File: config.mk
export PLATFORM = sky130hd
export DESIGN_NAME = multicycle_control_fsm
export DESIGN_NICKNAME = d
export VERILOG_FILES = /design/src/rtl/multicycle_control_fsm_pkg.sv /design/src/rtl/multicycle_control_fsm_timeout.sv /design/src/rtl/multicycle_control_fsm.sv
export SDC_FILE = /design/constraint.sdc
export NUM_CORES = 1
export LEC_CHECK = 0
export CAP_MARGIN = 0
export CORE_MARGIN = 10
export CORE_UTILIZATION = 27
export DETAILED_ROUTE_END_ITERATION = 16
export GPL_TIMING_DRIVEN = 1
export PLACE_DENSITY = 0.46
export SLEW_MARGIN = 20
export SYNTH_ARGS = -nofsm -noshare
export SYNTH_HDL_FRONTEND = slang
export SYNTH_HIERARCHICAL = 1
export SYNTH_SLANG_ARGS = --single-unit
export TNS_END_PERCENT = 20
File: constraint.sdc
create_clock -name inp_clk -period 3.1 [get_ports inp_clk]
set_input_delay 0.62 -clock inp_clk [delete_from_list [all_inputs] [get_ports inp_clk]]
set_output_delay 0.62 -clock inp_clk [all_outputs]
set_load 0.05 [all_outputs]
File: src/rtl/multicycle_control_fsm_pkg.sv
// multicycle_control_fsm_pkg: state encoding, opcode constants and ALU op table for the multi-cycle sequencer.
package multicycle_control_fsm_pkg;
  typedef enum logic [2:0] {
    FETCH  = 3'd0,
    DECODE = 3'd1,
    EXEC   = 3'd2,
    MEM    = 3'd3,
    WB     = 3'd4,
    BRANCH = 3'd5,
    FAULT  = 3'd6
  } state_t;
  localparam logic [2:0] OP_RTYPE  = 3'd0;
  localparam logic [2:0] OP_LOAD   = 3'd4;
  localparam logic [2:0] OP_STORE  = 3'd5;
  localparam logic [2:0] OP_BRANCH = 3'd6;
  localparam logic [2:0] ALU_BRANCH = 3'b001;
  function automatic logic [2:0] aluOpFor(input logic [2:0] op);
    return op == 3'd0 ? 3'b000 :
           op == 3'd1 ? 3'b010 :
           op == 3'd2 ? 3'b101 :
           op == 3'd3 ? 3'b100 :
           op == 3'd6 ? 3'b001 : 3'b011;
  endfunction
endpackage

File: src/rtl/multicycle_control_fsm_timeout.sv
// mcfsm_timeout_counter: memory wait counter with clear, enable and terminal-count compare.
module mcfsm_timeout_counter #(
  parameter int LIMIT = 15
) (
  input  logic clk,
  input  logic rst,
  input  logic clear,
  input  logic enable,
  output logic terminal
);
  logic [7:0] count;
  always_ff @(posedge clk) begin
    if (rst || clear) count <= '0;
    else if (enable) count <= count + 8'd1;
  end
  assign terminal = count == 8'(LIMIT);
endmodule

File: src/rtl/multicycle_control_fsm.sv
// multicycle_control_fsm: FETCH/DECODE/EXEC/MEM/WB sequencer with memory-timeout fault trap.
module multicycle_control_fsm
  import multicycle_control_fsm_pkg::*;
#(
  parameter int OPCODE_W    = 3,
  parameter int ALUOP_W     = 3,
  parameter int MEM_TIMEOUT = 15
) (
  input  logic                inp_clk,
  input  logic                inp_rst,
  input  logic [OPCODE_W-1:0] inp_opCode,
  input  logic                inp_zero,
  input  logic                inp_memReady,
  output logic                out_iorD,
  output logic                out_irWrite,
  output logic                out_pcWrite,
  output logic                out_pcSrc,
  output logic                out_regDst,
  output logic                out_aluSrc,
  output logic                out_memToReg,
  output logic                out_regWrite,
  output logic                out_memRead,
  output logic                out_memWrite,
  output logic [ALUOP_W-1:0]  out_aluOp,
  output logic                out_instrDone,
  output logic                out_fault
);
  state_t state, nextState;
  logic [OPCODE_W-1:0] opQ;
  logic waiting, timedOut, live;
  assign waiting = state == FETCH || state == MEM;
  // Counter clears whenever no access is pending or the access completes, so it starts at 0 on entry to FETCH/MEM.
  mcfsm_timeout_counter #(.LIMIT(MEM_TIMEOUT)) uTimeout (
    .clk(inp_clk),
    .rst(inp_rst),
    .clear(!waiting || inp_memReady),
    .enable(waiting && !inp_memReady),
    .terminal(timedOut)
  );
  always_ff @(posedge inp_clk) begin
    if (inp_rst) begin
      state <= FETCH;
      opQ   <= '0;
    end else begin
      state <= nextState;
      if (state == DECODE) opQ <= inp_opCode;
    end
  end
  always_comb begin
    nextState = FAULT;
    case (state)
      FETCH:       nextState = inp_memReady ? DECODE : timedOut ? FAULT : FETCH;
      DECODE:      nextState = inp_opCode == OP_BRANCH ? BRANCH : EXEC;
      EXEC:        nextState = (opQ == OP_LOAD || opQ == OP_STORE) ? MEM : WB;
      MEM:         nextState = inp_memReady ? (opQ == OP_STORE ? FETCH : WB) : timedOut ? FAULT : MEM;
      WB, BRANCH:  nextState = FETCH;
      default:     nextState = FAULT;
    endcase
  end
  // Reset gates every output so an abandoned instruction issues no strobes.
  assign live          = !inp_rst;
  assign out_iorD      = live && state == MEM;
  assign out_irWrite   = live && state == FETCH && inp_memReady;
  assign out_pcWrite   = live && ((state == FETCH && inp_memReady) || (state == BRANCH && inp_zero));
  assign out_pcSrc     = live && state == BRANCH;
  assign out_regDst    = live && state == WB && opQ == OP_RTYPE;
  assign out_aluSrc    = live && state == EXEC && opQ != OP_RTYPE;
  assign out_memToReg  = live && state == WB && opQ == OP_LOAD;
  assign out_regWrite  = live && state == WB;
  assign out_memRead   = live && (state == FETCH || (state == MEM && opQ == OP_LOAD));
  assign out_memWrite  = live && state == MEM && opQ == OP_STORE;
  assign out_aluOp     = !live ? '0 : state == EXEC ? aluOpFor(opQ) : state == BRANCH ? ALU_BRANCH : '0;
  assign out_instrDone = live && (state == WB || state == BRANCH ||
                                  (state == MEM && opQ == OP_STORE && inp_memReady));
  assign out_fault     = live && state == FAULT;
endmodule

; ---- After elaboration in Yosys (flattened, before gate mapping)
; Index checks and enable logic that the tools add are counted.
[word_totals]
register_bits = 14
input_bits = 7
out_inout_bits = 15
wordCells = 69
[op_classes]
addsub = 1
n_eq_ne = 14
mux = 16
n_reduce_logical = 35
[ops]
columns = operator, n
row1 = two-way mux 3 bit, 13
row2 = "equality test 3 bit, second input constant", 7
row3 = logical AND 1 bit, 20
row4 = one-hot mux 3 bit (5 select lines), 1
row5 = "equality test 3 x 2 -> 1 bit, second input constant", 4
row6 = "adder 8 x 1 -> 8 bit, second input constant", 1
row7 = "equality test 8 x 4 -> 1 bit, second input constant", 1
row8 = logical OR 1 bit, 8
row9 = "equality test 3 x 1 -> 1 bit, second input constant", 2
row10 = zero test 3 bit, 2
row11 = zero test 1 bit, 3
row12 = nonzero test 3 bit, 1
row13 = two-way mux 2 bit, 1
row14 = OR reduction 2 bit, 1
row15 = two-way mux 1 bit, 1

; ---- Longest topological paths before layout
; Gate-level depths: netlist (run 1).
[logic_depth]
depth_word = 8
mapped_depth = 8
ltp_nobuf = 6

; ---- By module
; The synthesis (run 1) kept the hierarchy.
[by_module_without_submodules]
columns = module, instances, cells_per_inst, area_per_inst_um2
row1 = multicycle_control_fsm, 1, 77, 578.1
row2 = mcfsm_timeout_counter, 1, 40, 357.8

; ---- Least setup slack after synthesis (run 1)
; No wires, ideal clock.
[synth_path]
path_type = input -> output
start = in inp_rst
end = out out_aluOp[0]
t_arrival_ns = 2.379
required_time_ns = 2.480
path_slack_ns = 0.101
stages = 2
n_path_buf = 0
path_cell_list = nor3_1 -> o21bai_1
[synth_between]
elab_chain_cells = 1
[synth_rtl]
columns = element, line
row1 = from (decl), multicycle_control_fsm.sv:10  ; input logic inp_rst,
row2 = two-way mux 3 bit, multicycle_control_fsm.sv:72  ; assign out_aluOp = !live ? '0 : state == EXEC ? aluOpFor(opQ) : state == BRANCH ? ALU_BRANCH : '0;
row3 = to (decl), multicycle_control_fsm.sv:24  ; output logic [ALUOP_W-1:0] out_aluOp,
; No other way between the ends.

; ---- Final worst setup path (run 1)
[layout_path]
start = in inp_rst
end = out out_memToReg
[layout_between]
elab_chain_cells = 3
[layout_rtl]
columns = element, line
row1 = zero test 1 bit, multicycle_control_fsm.sv:61  ; assign live = !inp_rst;
row2 = logical AND 1 bit (2 in series), multicycle_control_fsm.sv:68  ; assign out_memToReg = live && state == WB && opQ == OP_LOAD;
row3 = to (decl), multicycle_control_fsm.sv:20  ; output logic out_memToReg,
; No other way between the ends.

==> results.cfg, run 1 <==
[outcome]
outcome = completed

[setup_path]
criticalPathCategory = in -> out
crit_arrival_ns = 2.09
cp-end-kind = output port
critPathMaxFanout = 7
rr_worst_depth = 6
cp.required_ns = 2.48
worst-path-stages = 4
crit_chain = clkdlybuf4s50_1, or3_4, nor3_1, buf_12
r2r_slack_ns = 1.26
start_kind = input port
slowest_delay_ns = 0.51
critPathTopFamily = simple AND/OR/NAND/NOR gates
critical_path.slowest_cell = clkdlybuf4s50_1
critical_path_buf_inv_count = 2

[floorplanning]
start_util = 0.280
die_h_um = 78.9
die_w_um = 78.9
die-area_mm2 = 0.00622
ios = 22
core_area_mm2 = 0.00334
rows = 21

[cts]
cts_hold_buf = 0
cts_resized = 0
postCtsSetupRepairBufs = 0
cts_tree = yes
cts.sinks = 14
cts-root-buf = clkbuf_4
htree_levels = 1
clockBufferDepth = 2
clk_latency_ns = 0.27
numCtsBuffers = 3
clkTransAtPathRegs_ns = 0.08

[timing]
rsz0062_at_grt = false
slew_violations = 0
max_freq_mhz = 369
period_share = 0.875
setup_tns_ns = 0
setup_viol = 0
clock_skew_ns = 0.00485
slew-limit-headroom = 0.642
hold_viol = 0
finalWorstPathRequiredPeriod_ns = 2.71
tightest_slew_ns = 0.533
fin_ws_ns = 0.387

[cells_and_area]
diodes = 0
final_nets = 144
drive_gt1_frac = 0.201
syn_to_final_growth_pct = 39.0

[route]
wl_per_cell_um = 13.5
antenna_left = 0
avgViaCountPerCell = 5.02
dr.pass1.iters = 4
wl_um = 2440
drt-initial-drc-count = 29
drc = 0
vias = 903

[logic_synthesis]
async_flop_share = 0
synth.largest_area_cell = dfxtp_1
ys.warnings.count = 6
syn_avg_cell_area_um2 = 8.00
synth_edf_count = 0
synthCells = 117
synth_area_leaders = dfxtp_1 (30%), nor2_1 (6.4%), mux2i_1 (4.3%), a21oi_1 (3.2%), xor2_1 (2.8%)
synthTopCellsByCount = nor2_1 (16), dfxtp_1 (14), a21oi_1 (6), nand2_1 (5), o21ai_0 (5)
ys_seq_area_frac = 0.299
synth_cell_types = 39
syn_area_um2 = 936
synth_top_area_frac = 0.299
dominantRegCellSynth = dfxtp_1
ys_ff_latch = 14
yosysMostFrequentCell = nor2_1
synth_nets = 125

[pwr]
leakage_nw = 0.475
finalPower_mw = 0.401
p_per_area_mw_per_mm2 = 308
peakVddDrop_v = 0.000233

[placement]
dp_hpwl_um = 1960
dp_slack_ns = 0.385
port_buffers = 21
place_congestion = 0.740

[global_routing]
grt_pass1_vias = 859
grt.total_usage = 0.0807
grt_max_degree = 13
grt.overflow.total = 0
grt_first_pass_wirelength_um = 4110
antenna_found_initial = 0

[run]
drv_cap = 0

[worst_hold_path]
hold_path_class = reg -> reg
hold_depth = 2
[final timing paths]
check / start / to
setup / recovery: inp_rst / out_memToReg
setup reg to reg: state[0]$_SDFF_PP0_ / uTimeout/count[7]$_SDFFE_PP0P_
hold / removal: uTimeout/count[7]$_SDFFE_PP0P_ / uTimeout/count[7]$_SDFFE_PP0P_
hold reg to reg: uTimeout/count[7]$_SDFFE_PP0P_ / uTimeout/count[7]$_SDFFE_PP0P_
[report_power, final]
group	internal (mW)	leakage, nW	switching [mW]	total [mW]
Sequential	0.186	0.113	0.0153	0.201
Clock	0.0450	0.0138	0.0519	0.0969
Combinational	0.0478	0.348	0.0554	0.103
Total	0.279	0.475	0.123	0.401
[per-layer routing]
layer	share of wire	track usage
met5	0	0
met4	0.010	0.0215
met3	0.024	0.0248
met2	0.54	0.144
met1	0.43	0.0907
[per-stage QoR]
| stage | cell area [um^2] | hold slack [ns] | util | std cells |
|---|---|---|---|---|
| 4_1_cts | 1300 | 0.505 | 0.390 | 180 |
| 3_3_place_gp | 1280 | 0.477 | 0.383 | 177 |
| 3_5_place_dp | 1280 | 0.493 | 0.383 | 177 |
| 2_1_floorplan | 936 | 0.458 | - | 117 |
| 5_1_grt | 1300 | 0.522 | 0.390 | 180 |
| 6_report | 1300 | 0.495 | 0.390 | 180 |
[worst reg2reg max path, delay by kind of cell, from the launching register on]
kind                   cells  cell delay [ns]
AO/OA/AOI/OAI              2             0.24
buffers and inverters      1             0.21
AND/OR/NAND/NOR            3             0.77
flip-flops                 1             0.56
[state kept, by name, summed over array words and instances (netlist names)]
| register | count |
|---|---|
| uTimeout/count | 8 |
| opQ | 3 |
| state | 3 |
[final cells by class]
class                   instances  area [um^2]
flip-flops and latches         14          280
multi-input cells              90          588
fillers                       361         2040
well taps                      46         57.6
inverters                       4         15.0
repair buffers                 23          338
clock buffers                   3         22.5
[cell families after synthesis]
kind of cell    Yosys count  share of synthesized area
flops                    14                      0.299
buf+inv                  13                     0.0722
compound gates           22                      0.155
fa+ha+maj                 1                     0.0134
simple gates             59                      0.380
xor+xnor                  4                     0.0374
mux                       4                     0.0428
[placed cells by master, fill, tap and decap left out, types with 4 or more instances in the layout]
cell / instances
nor2b_1: 4
clkdlybuf4s50_1: 6
mux2i_1: 4
nor2_1: 16
nand2_1: 5
buf_12: 12
a21oi_1: 6
o21ai_0: 5
a31oi_1: 4
inv_1: 4
dfxtp_1: 14
buf_4: 5
nor3_1: 4
Note: power is estimated with default switching activity, not from simulation.
==> inputs of run 2 (changes only) <==
Settings changed: REMOVE_ABC_BUFFERS from default to 1.
==> run 2 against run 1 <==
Maximum frequency shrank 1.4%. Core utilization grew 0.79 points. Total power up 10%. Global-route usage up 0.17 points. Count of clock-buffer cells in the layout grew 1. Via count fell by 3.2%. Combinational power is 5% higher. Clock skew is 0.00098 ns lower. Critical endpoint unchanged. Largest power group unchanged. Highest routed layer unchanged.
==> results.cfg, run 2 (same netlist as run 1, synthesis figures left out) <==
[global_routing]
grt_max_degree = 13
grt_first_pass_wirelength_um = 4200
grt.total_usage = 0.0824
antenna_found_initial = 0
grt.overflow.total = 0
grt_pass1_vias = 849

[timing]
period_share = 0.887
setup_tns_ns = 0
rsz0062_at_grt = false
slew_violations = 0
tightest_slew_ns = 0.488
setup_viol = 0
fin_ws_ns = 0.349
finalWorstPathRequiredPeriod_ns = 2.75
max_freq_mhz = 364
hold_viol = 0
hold-worst-slack_ns = 0.502
clock_skew_ns = 0.00387
slew-limit-headroom = 0.672

[cts]
numCtsBuffers = 3
cts.sinks = 14
cts_hold_buf = 0
clkTransAtPathRegs_ns = 0.09
cts-root-buf = clkbuf_4
clk_latency_ns = 0.28
clockBufferDepth = 2
htree_levels = 1
cts_resized = 0
postCtsSetupRepairBufs = 0
cts_tree = yes

[placement]
port_buffers = 21
dp_hpwl_um = 1920
dpl_cell_area_mm2 = 0.00129
place_congestion = 0.781
numPlacedInstances = 177
dp_slack_ns = 0.335

[floorplanning]
die_w_um = 78.9
start_util = 0.280
ios = 22
die-area_mm2 = 0.00622
core_area_mm2 = 0.00334
die_h_um = 78.9
rows = 21

[cells_and_area]
stdcell_area_mm2 = 0.00133
final_common_cell = nor2_1
final_cell_mix = nor2_1 (16), dfxtp_1 (14), buf_12 (13)
largest_register_ffs = 8
diodes = 0
syn_to_final_growth_pct = 41.8
final_nets = 144
reg_top3 = uTimeout/count: 8 flops, opQ: 3 flops, state: 3 flops
drive_gt1_frac = 0.207
fin_util = 0.398
instances_no_fill = 181
max_flop_register = uTimeout/count

[route]
wl_per_cell_um = 13.5
vias = 874
avgViaCountPerCell = 4.83
drt-initial-drc-count = 67
wl_um = 2450
dr.pass1.iters = 4
antenna_left = 0
drc = 0

[setup_path]
crit_arrival_ns = 2.13
start_kind = input port
cp.required_ns = 2.48
critPathMaxFanout = 9
criticalPathCategory = in -> out
cp-end-kind = output port

[worst_hold_path]
hold_path_class = reg -> reg

[pwr]
clock_power_share = 0.299
p_switching_mw = 0.133
p_int_mw = 0.309
leakage_nw = 0.486
p_per_area_mw_per_mm2 = 333
peakVddDrop_v = 0.000221
pwr-share-seq = 0.456
finalPower_mw = 0.442
switching_share = 0.301
pwr-share-comb = 0.245

[outcome]
outcome = completed

[run]
drv_cap = 0
## run 2: changes by cell type in the layout (fill, tap and decap cells not counted)
| cell | before | now |
|---|---|---|
| buf_4 | 5 | 4 |
| clkbuf_8 | 0 | 1 |
| buf_12 | 12 | 13 |
## run 2: layer usage
| metal | wire length [um] | GRT usage |
|---|---|---|
| met5 | 0 | 0 |
| met2 | 1200 | 0.128 |
| met1 | 1160 | 0.105 |
| met4 | 25 | 0.0305 |
| met3 | 66 | 0.0248 |
## run 2: worst paths after layout
check / start / to / slack [ns] / cells after the start
hold reg to reg: uTimeout/count[7]$_SDFFE_PP0P_ / uTimeout/count[7]$_SDFFE_PP0P_ / 0.50 / 2
hold / removal: uTimeout/count[7]$_SDFFE_PP0P_ / uTimeout/count[7]$_SDFFE_PP0P_ / 0.50 / 2
setup / recovery: inp_rst / out_memToReg / 0.35 / 4
setup reg to reg: state[0]$_SDFF_PP0_ / uTimeout/count[5]$_SDFFE_PP0P_ / 1.22 / 6
## run 2: worst max-delay path, stage by stage
cell             delay [ns]
clkdlybuf4s50_1        0.55
or3_4                  0.46
nor3_1                 0.31
buf_12                 0.18
## run 2: layout make-up
cell class / count / area, um^2
clock buffer: 4 / 36.3
sequential: 14 / 280
timing repair buffer: 23 / 350
tap: 46 / 57.6
inverter: 4 / 15.0
fill: 346 / 2010
multi-input combinational: 90 / 588
## run 2: power by group through the flow
stage | Clock [mW] | Sequential (mW) | Combinational [mW]
floorplan | 0 | 0.201 | 0.0646
global placement | 0 | 0.205 | 0.109
detailed placement | 0 | 0.205 | 0.109
CTS | 0.140 | 0.201 | 0.109
global route | 0.150 | 0.203 | 0.116
finish | 0.132 | 0.201 | 0.108
==> inputs of run 3 (changes only) <==
Settings changed: SETUP_SLACK_MARGIN from default to 0.3.
==> run 3 against run 2 <==
Die area is the same. Cell count is the same. Critical endpoint unchanged. First-iteration DRC count is the same. Setup slack is essentially flat. Global-route usage is the same. Total power is essentially flat. Core utilization grew 0.15 points.
==> results.cfg, run 3 (same netlist as run 1, synthesis figures left out) <==
[outcome]
outcome = completed

[setup_path]
cp.required_ns = 2.48
critPathMaxFanout = 9
criticalPathCategory = in -> out
cp-end-kind = output port
crit_arrival_ns = 2.13
start_kind = input port
rr_worst_depth = 6

[cts]
numCtsBuffers = 3
cts-root-buf = clkbuf_4
clk_latency_ns = 0.28
htree_levels = 1
cts_tree = yes
cts.sinks = 14
clkTransAtPathRegs_ns = 0.09
clockBufferDepth = 2
cts_hold_buf = 0
postCtsSetupRepairBufs = 0

[timing]
finalWorstPathRequiredPeriod_ns = 2.75
clock_skew_ns = 0.00386
slew_violations = 0
slew-limit-headroom = 0.672
max_freq_mhz = 364
period_share = 0.887
rsz0062_at_grt = true
hold_viol = 0
setup_viol = 0
tightest_slew_ns = 0.488
setup_tns_ns = 0

[worst_hold_path]
hold_path_class = reg -> reg
hold_depth = 2

[floorplanning]
ios = 22
start_util = 0.280
die-area_mm2 = 0.00622
core_area_mm2 = 0.00334
die_h_um = 78.9
rows = 21
die_w_um = 78.9

[pwr]
pwr-share-comb = 0.245
p_int_mw = 0.309
pwr-share-seq = 0.456
clock_power_share = 0.299
peakVddDrop_v = 0.000222
p_switching_mw = 0.133
p_per_area_mw_per_mm2 = 332
leakage_nw = 0.486
switching_share = 0.301

[global_routing]
grt_max_degree = 13
grt.overflow.total = 0
met1_usage = 0.105
antenna_found_initial = 0
grt_use_met2 = 0.128
grt.total_usage = 0.0824
grt_most_used_layer = met2
grt_first_pass_wirelength_um = 4200
met3_usage = 0.0248
grt_pass1_vias = 849

[cells_and_area]
max_flop_register = uTimeout/count
diodes = 0
drive_gt1_frac = 0.215
largest_register_ffs = 8
final_nets = 144
final_common_cell = nor2_1
final_cell_mix = nor2_1 (16), dfxtp_1 (14), buf_12 (13)
syn_to_final_growth_pct = 42.4
instances_no_fill = 181
reg_top3 = uTimeout/count: 8 flops, opQ: 3 flops, state: 3 flops

[placement]
place_congestion = 0.781
numPlacedInstances = 177
dp_hpwl_um = 1920
port_buffers = 21

[route]
vias = 875
antenna_left = 0
dr.pass1.iters = 4
avgViaCountPerCell = 4.83
wl_um = 2460
drc = 0
drt-initial-drc-count = 67
wl_per_cell_um = 13.6

[run]
drv_cap = 0
## run 3: cell count changes in the layout (fill, tap and decap cells not counted)
cell | previous run | this run
nor3b_2 | 0 | 1
nor3b_1 | 2 | 1
## run 3: per-layer routing
metal	wire length, um	vias to the layer above
li1	-	447
met1	1160	411
met2	1200	15
met3	66	2
met4	25	0
met5	0	-
## run 3: worst max-delay path: stages
cell and delay, ns:
clkdlybuf4s50_1 0.55, or3_4 0.46, nor3_1 0.31, buf_12 0.18
## run 3: power by group through the flow
stage               Sequential, mW  Combinational (mW)  Clock, mW
floorplan                    0.201              0.0646          0
global placement             0.205               0.109          0
detailed placement           0.205               0.109          0
CTS                          0.201               0.109      0.140
global route                 0.203               0.116      0.150
finish                       0.201               0.108      0.132
## run 3: through the flow
stage | hold slack [ns] | worst slack [ns] | instance area, um^2 | util | power [mW]
global placement | 0.476 | 0.351 | 1290 | 0.387 | 0.314
finish | 0.502 | 0.349 | 1330 | 0.399 | 0.442
detailed placement | 0.485 | 0.335 | 1290 | 0.387 | 0.314
CTS | 0.503 | 0.335 | 1330 | 0.398 | 0.450
floorplan | 0.458 | 0.101 | 883 | - | 0.265
global route | 0.511 | 0.284 | 1330 | 0.399 | 0.469
## run 3: timing repair
item | 4_1_cts | 5_1_grt
endpoints found under the hold margin | 0 | 0
gates resized for setup | 0 | 1
endpoints found under the setup margin | 0 | 3
## run 3: final timing paths
check	from	endpoint	slack (ns)
hold reg to reg	uTimeout/count[7]$_SDFFE_PP0P_	uTimeout/count[7]$_SDFFE_PP0P_	0.50
hold / removal	uTimeout/count[7]$_SDFFE_PP0P_	uTimeout/count[7]$_SDFFE_PP0P_	0.50
setup reg to reg	state[0]$_SDFF_PP0_	uTimeout/count[5]$_SDFFE_PP0P_	1.22
setup / recovery	inp_rst	out_memToReg	0.35
## run 3: cell type report
cell class	instances	area [um^2]
well taps	46	57.6
flip-flops and latches	14	280
clock buffers	4	36.3
fillers	345	2000
repair buffers	23	350
inverters	4	15.0
multi-input cells	90	593
